===== config.mk =====
export PLATFORM = sky130hd
export DESIGN_NAME = vga_scan_gen
export DESIGN_NICKNAME = d
export VERILOG_FILES = /design/src/rtl/vga_pkg.sv /design/src/rtl/vga_delay_line.sv /design/src/rtl/vga_scan_gen.sv
export SDC_FILE = /design/constraint.sdc
export NUM_CORES = 1
export LEC_CHECK = 0
export BUFFER_PORTS_ARGS = -buffer_cell sky130_fd_sc_hd__buf_2
export CORE_MARGIN = 2
export CORE_UTILIZATION = 23
export DETAILED_ROUTE_END_ITERATION = 10
export SLEW_MARGIN = 15
export SYNTH_ARGS = -nofsm -noshare
export SYNTH_HDL_FRONTEND = slang
export SYNTH_SLANG_ARGS = --single-unit

===== constraint.sdc =====
create_clock -name clk -period 2.1 [get_ports clk]
set_input_delay 0.42 -clock clk [delete_from_list [all_inputs] [get_ports clk]]
set_output_delay 0.42 -clock clk [all_outputs]
set_load 0.1 [all_outputs]

===== src/rtl/vga_pkg.sv =====
// Shared 640x480@60 timing constants, pixel type and colour-bar lookup for the VGA scan path.
package vga_pkg;

    typedef logic [11:0] pixel_t;

    localparam logic [9:0] H_VIS   = 10'd640;
    localparam logic [9:0] H_FP    = 10'd16;
    localparam logic [9:0] H_SYNC  = 10'd96;
    localparam logic [9:0] H_BP    = 10'd48;
    localparam logic [9:0] H_TOTAL = H_VIS + H_FP + H_SYNC + H_BP;

    localparam logic [9:0] V_VIS   = 10'd480;
    localparam logic [9:0] V_FP    = 10'd10;
    localparam logic [9:0] V_SYNC  = 10'd2;
    localparam logic [9:0] V_BP    = 10'd33;
    localparam logic [9:0] V_TOTAL = V_VIS + V_FP + V_SYNC + V_BP;

    localparam logic [9:0] H_SYNC_START = H_VIS + H_FP;
    localparam logic [9:0] H_SYNC_END   = H_SYNC_START + H_SYNC;
    localparam logic [9:0] V_SYNC_START = V_VIS + V_FP;
    localparam logic [9:0] V_SYNC_END   = V_SYNC_START + V_SYNC;

    // Bar 0 is white, stepping down to bar 7 black.
    function automatic pixel_t bar_colour(input logic [2:0] idx);
        pixel_t c;
        case (idx)
            3'd0:    c = 12'hfff;
            3'd1:    c = 12'hff0;
            3'd2:    c = 12'h0ff;
            3'd3:    c = 12'h0f0;
            3'd4:    c = 12'hf0f;
            3'd5:    c = 12'hf00;
            3'd6:    c = 12'h00f;
            default: c = 12'h000;
        endcase
        return c;
    endfunction

endpackage


===== src/rtl/vga_delay_line.sv =====
// Pixel-tick enabled shift register with a synchronous reset value; DEPTH of 0 is a wire.
module vga_delay_line #(
    parameter int unsigned WIDTH = 1,
    parameter int unsigned DEPTH = 1,
    parameter logic [WIDTH-1:0] RST_VAL = '0
) (
    input  logic             clk,
    input  logic             rst,
    input  logic             pix_ce,
    input  logic [WIDTH-1:0] d,
    output logic [WIDTH-1:0] q
);

    generate
        if (DEPTH == 0) begin : g_pass
            logic unused_ctl;
            assign unused_ctl = clk ^ rst ^ pix_ce;
            assign q = d;
        end else begin : g_shift
            logic [WIDTH-1:0] sr [DEPTH];

            always_ff @(posedge clk) begin
                if (rst) begin
                    for (int unsigned i = 0; i < DEPTH; i++) begin
                        sr[i] <= RST_VAL;
                    end
                end else if (pix_ce) begin
                    sr[0] <= d;
                    for (int unsigned i = 1; i < DEPTH; i++) begin
                        sr[i] <= sr[i-1];
                    end
                end
            end

            assign q = sr[DEPTH-1];
        end
    endgenerate

endmodule


===== src/rtl/vga_scan_gen.sv =====
// 640x480@60 raster generator: issues pixel addresses, realigns syncs with returned pixel data.
// Optional internal colour bars are built in when VGA_TEST_PATTERN_EN is defined.
module vga_scan_gen #(
    parameter int unsigned LAT = 2
) (
    input  logic        clk,
    input  logic        rst,
    input  logic        pix_ce,
    input  logic        test_en,
    input  logic [11:0] d_in,
    output logic [9:0]  col_addr,
    output logic [8:0]  row_addr,
    output logic        rd_req,
    output logic        frame_start,
    output logic        hs,
    output logic        vs,
    output logic [3:0]  r,
    output logic [3:0]  g,
    output logic [3:0]  b
);
    import vga_pkg::*;

    logic [9:0] h_cnt;
    logic [9:0] v_cnt;
    logic       vis;
    logic       hs0;
    logic       vs0;

    assign vis = (h_cnt < H_VIS) && (v_cnt < V_VIS);

    // Stage 0 registers describe the position just issued; the counters already point at the next one.
    always_ff @(posedge clk) begin
        if (rst) begin
            h_cnt       <= '0;
            v_cnt       <= '0;
            col_addr    <= '0;
            row_addr    <= '0;
            rd_req      <= 1'b0;
            frame_start <= 1'b0;
            hs0         <= 1'b1;
            vs0         <= 1'b1;
        end else begin
            frame_start <= 1'b0;
            if (pix_ce) begin
                rd_req      <= vis;
                col_addr    <= vis ? h_cnt : '0;
                row_addr    <= vis ? v_cnt[8:0] : '0;
                hs0         <= !((h_cnt >= H_SYNC_START) && (h_cnt < H_SYNC_END));
                vs0         <= !((v_cnt >= V_SYNC_START) && (v_cnt < V_SYNC_END));
                frame_start <= (h_cnt == '0) && (v_cnt == '0);
                if (h_cnt == H_TOTAL - 10'd1) begin
                    h_cnt <= '0;
                    v_cnt <= (v_cnt == V_TOTAL - 10'd1) ? '0 : v_cnt + 10'd1;
                end else begin
                    h_cnt <= h_cnt + 10'd1;
                end
            end
        end
    end

    logic   dl_hs;
    logic   dl_vs;
    logic   dl_rd;
    pixel_t pix;

`ifdef VGA_TEST_PATTERN_EN
    logic [2:0] bar0;
    logic [2:0] dl_bar;

    always_ff @(posedge clk) begin
        if (rst) begin
            bar0 <= '0;
        end else if (pix_ce) begin
            bar0 <= h_cnt[9:7];
        end
    end

    vga_delay_line #(
        .WIDTH   (6),
        .DEPTH   (LAT),
        .RST_VAL (6'b110_000)
    ) u_delay (
        .clk    (clk),
        .rst    (rst),
        .pix_ce (pix_ce),
        .d      ({hs0, vs0, rd_req, bar0}),
        .q      ({dl_hs, dl_vs, dl_rd, dl_bar})
    );

    always_comb begin
        pix = d_in;
        if (test_en) begin
            pix = bar_colour(dl_bar);
        end
    end
`else
    logic unused_test_en;
    assign unused_test_en = test_en;

    vga_delay_line #(
        .WIDTH   (3),
        .DEPTH   (LAT),
        .RST_VAL (3'b110)
    ) u_delay (
        .clk    (clk),
        .rst    (rst),
        .pix_ce (pix_ce),
        .d      ({hs0, vs0, rd_req}),
        .q      ({dl_hs, dl_vs, dl_rd})
    );

    always_comb begin
        pix = d_in;
    end
`endif

    always_ff @(posedge clk) begin
        if (rst) begin
            hs        <= 1'b1;
            vs        <= 1'b1;
            {r, g, b} <= '0;
        end else if (pix_ce) begin
            hs        <= dl_hs;
            vs        <= dl_vs;
            {r, g, b} <= dl_rd ? pix : '0;
        end
    end

endmodule

* Word-level counts from Yosys, hierarchy flattened *
Memories as Yosys holds them, arrays and structs flattened.
Index checks and enable logic that the tools add are counted.

word-level totals
  register bits = 57
  bits in writable memories = 6
  bits of input ports = 16
  output and inout bits = 35
  logic and storage cells = 49
  memories kept = 1

memory list
  name                depth  bits a word  read ports  clocked after Yosys merged registers in  wr ports  RTL line              text
  u_delay.g_shift.sr  2      3            2           0                                        2         vga_delay_line.sv:20  logic [WIDTH-1:0] sr [DEPTH];

operators by class
  add/subtract/negate cells = 2
  magnitude comparators = 6
  eq/ne operators = 2
  multiplexer cells = 12
  bitwise operators = 3
  reductions and logical operators = 10

operators by type and width
  kind                   count
  $mux 10                3
  $add 10x1->10 const B  2
  $eq 10x10->1 const B   2
  $logic_not 10->1       2
  $lt 10x10->1 const B   2
  $lt 10x9->1 const B    2
  $mux 12                1
  $ge 10x10->1 const B   1
  $ge 10x9->1 const B    1
  $mux 9                 1
  $mux 3                 2
  $mux 1                 5
  $logic_and 1x1->1      4
  $logic_not 1->1        2
  $or 1x1->1             2
  $reduce_and 2->1       1
  $reduce_or 2->1        1
  $not 1->1              1

* Depth between registers and ports, before layout *
  word-level depth = 4
  depth in mapped cells = 6
  gate-level depth less buffers = 6

* By module *
From an unflattened synthesis, not the netlist that was laid out.

unflattened totals
  cell total of the unflattened synthesis = 265
  area total of the unflattened synthesis = 2549.9 sq um

modules (own cells, without submodules)
  module          instances  cells an instance  area an instance (sq um)  seq. area each (sq um)
  vga_scan_gen    1          249                2285.9                    1141.1
  vga_delay_line  1          16                 264.0                     180.2

* Worst setup path after synthesis *
OpenSTA, ideal clock, no wires.

  path kind = register to register
  start point = reg h_cnt[0]
  end point = reg v_cnt[8]
  library setup time = 0.070 ns
  arrival time = 1.573 ns
  data required time = 2.030 ns
  path slack = 0.457 ns
  stages on the path, launching flop included = 7
  path buffers = 1
  period minus slack after synthesis = 1.643 ns
  cell sequence = dfxtp_1 ha_1 and4_1 buf_6 nand3_4 or4_1 a21oi_1

on the way
  word-level cells in the longest chain between the ends = 2

RTL lines
  item                               RTL line            text
  start: declaration                 vga_scan_gen.sv:23  logic [9:0] h_cnt;
  start signal: assignment           vga_scan_gen.sv:55  h_cnt <= h_cnt + 10'd1;
  $eq 10x10->1                       vga_scan_gen.sv:51  if (h_cnt == H_TOTAL - 10'd1) begin
  $reduce_and 2->1 (no source line)  -
  end signal: assignment             vga_scan_gen.sv:53  v_cnt <= (v_cnt == V_TOTAL - 10'd1) ? '0 : v_cnt + 10'd1;
  end: declaration                   vga_scan_gen.sv:24  logic [9:0] v_cnt;

Every way passes these cells.
A chain may end at the register's enable or synchronous reset.

* Worst setup path in the final report *
  start point = reg h_cnt[0]
  end point = reg v_cnt[7]

The elaborated chain is that of the path after synthesis.

==> out/qor.yml <==
status:
  status: "finished, final reports clean"
yosys:
  synth_cell_types: 49
  yosysSeqAreaShare_pct: 51.54
  syn_nets: 263
  avgSynthCellArea_um2: 10.55
  synth_area_um2: 2564
  synth_edf_count: 6
  ys_seq_elements: 63
  yosysWarnings: 0
  synth-main-ff-cell: "dfxtp_1"
  ys_async_sr_fraction_pct: 0
  syn_inst: 243
place:
  portBuffers: 49
  dp_slack_ns: 0.2323
  dpl.hpwl_mm: 4.210
  place_congestion: 0.8502
timing:
  slew_viol_final: 0
  relSlewSlack_pct: 63.51
  setup_violations: 0
  finalCritPeriodShare_pct: 88.82
  worstMarginPinSlew_ns: 0.5424
  clock-skew-final_ns: 0.006220
  rsz0062_at_grt: "no"
  min_period_ns: 1.865
  fin_tns_setup_ns: 0
  hold_violations: 0
  fmax_mhz: 536.1
  postLayoutSetupSlackWorst_ns: 0.2348
final_layout:
  diodes: 0
  final_common_cell: "dfxtp_1"
  multi_input_area_um2: 1121
  seqCellArea_um2: 1321
  final_cell_mix: "dfxtp_1 (57), buf_2 (49), a22o_1 (31), nor2_1 (14), nand3_1 (10)"
  fill_cells: 1137
  area_growth_syn_to_layout_pct: 22.35
  drive_gt1_share_pct: 27.27
  fin_nets: 312
power:
  p_per_area_nw_per_um2: 755.9
  clockPowerShare_pct: 39.8
  pwr-share-comb_pct: 7.8
  ir_worst_vdd_mv: 0.2467
  finalPower_w: 0.002371
  intPower_w: 0.001766
  power.switching_w: 0.0006051
  p_sw_share_pct: 25.52
  seqPwrFrac_pct: 52.3
  p_leak_nw: 1.277
setup_path:
  cp.required_ns: 2.32
  end_kind: "flop"
  crit_type: "flop to flop"
  reg2reg_depth: 5
  critPathArrivalTime_ns: 2.09
  cp-start-kind: "flop"
  cp_max_fo: 4
clock_network:
  cts_buffer_depth: 2
  clk_pin_slew_worst_paths_ns: 0.07
  clock-sinks: 63
  htree_num_levels: 3
  clk_latency_ns: 0.34
  cts_setup_buffers: 0
  numCtsBuffers: 9
  cts_hold_buffers: 0
  cts_root_buf: "clkbuf_8"
  cts_tree: "built"
  cts_resized: 0
global_route:
  grtUsageTotal_pct: 10.44
  antenna_found_initial: 0
  grt_pass1_wl_mm: 9.473
  grt.overflow.total: 0
  grt_max_degree: 32
  grt_pass1_vias: 1945
floorplanning:
  placeableCoreArea_um2: 10840
  dieHeight_um: 109.6
  rows: 38
  start_util_pct: 23.65
  die-area_um2: 12010
  fp.dieW_um: 109.6
  io_pins: 51
route:
  drt-total-wl_mm: 5.840
  wl_met3_um: 251
  route.met2.wl_mm: 2.834
  avgRoutedWirePerCell_um: 13.36
  post_drt_via_cell_ratio: 4.574
  routed.top_layer: "met4"
  drc: 0
  met1_length_mm: 2.569
  firstDrtPassIters: 4
  via_count: 1999
  ant_nets: 0
  drt_iter0_drc: 138
hold_path:
  min_path_cells: 2
  min_path_type: "input pin to flop"
flow_run:
  drv_cap: 0
## cells in the mapped netlist (all sizes together), types with 2 or more instances
library cell	number	area, um^2
nor2	15	56.30
edfxtp	6	180.2
nor3	9	61.31
nor2b	3	18.77
nor4	5	46.29
nand4bb	2	22.52
xnor2	6	52.55
nand4	8	50.05
inv	8	30.03
clkbuf	12	46.29
nand2b	5	31.28
nand3	11	67.57
a211o	2	17.52
a21oi	7	35.03
a22o	31	271.5
and2	3	18.77
dfxtp	57	1141
and4	4	36.29
ha	4	50.05
buf	8	47.54
o311ai	2	17.52
xor2	6	52.55
and3b	2	17.52
nand2	7	26.28
mux2i	2	20.02
o21ai	3	15.01
or2	2	12.51
## per-stage QoR
step                std cells  hold WS (ns)  cell area [um^2]  utilization (%)
CTS                       437        0.2634              3137            28.94
floorplan                 243        0.4327              2564                -
global placement          421        0.4377              2960            27.31
finish                    437        0.2843              3137            28.94
global route              437        0.2693              3137            28.94
detailed placement        421        0.4483              2960            27.31
## routing by layer
metal  vias to the layer above  GRT usage [%]
li1                        990              -
met1                       954          12.00
met2                        40          16.53
met3                        15          3.438
met4                         0          6.872
met5                         -              0
## area by class of cell
cell class	count	area share, %
Clock inverter	4	0.6382
Timing Repair Buffer	58	9.972
Clock buffer	12	4.986
Multi-Input combinational cell	152	35.74
Sequential cell	63	42.12
Tap cell	140	5.584
Inverter	8	0.9573
## registers in the layout, indices dropped and copies added, names as in the netlist
name	count
rd_req	1
row_addr	9
hs0	1
frame_start	1
vs	1
g	4
u_delay.g_shift.sr	6
r	4
h_cnt	10
vs0	1
col_addr	10
hs	1
v_cnt	10
b	4
## cells by family (layout without fill, tap and decap cells)
logic type               after synthesis  after routing  synth area share, %
AND/OR/NAND/NOR                       83             83                20.89
AO/OA/AOI/OAI                         51             51                15.91
XOR/XNOR                              12             12                4.100
multiplexers                           2              2               0.7809
buffers and inverters                 28             82                4.831
adder cells (fa/ha/maj)                4              4                1.952
flip-flops                            63             63                51.54
## power by group through the flow
stage                     Sequential [W]  Combinational, W  Clock, W
final                            0.00124          0.000186  0.000944
after global routing             0.00124          0.000199   0.00103
after CTS                        0.00124          0.000187  0.000983
after detailed placement         0.00127          0.000187         0
after global placement           0.00127          0.000186         0
after floorplan                  0.00135         0.0000519         0
## worst max-delay path, stage by stage, from the launching register on
cell	delay, ns
dfxtp_1	0.39
ha_1	0.23
nand4_1	0.30
nor4_4	0.49
mux2i_1	0.28
nor3_2	0.07
## path summary, 6_finish.rpt
check | slack [ns] | endpoint | startpoint
min reg2reg | 0.46 | hs | u_delay.g_shift.sr[0][5]
min | 0.28 | b[3] | d_in[3]
max reg2reg | 0.23 | v_cnt[7] | h_cnt[0]
max | 0.23 | v_cnt[7] | h_cnt[0]
(Power assumes the default switching activity.)
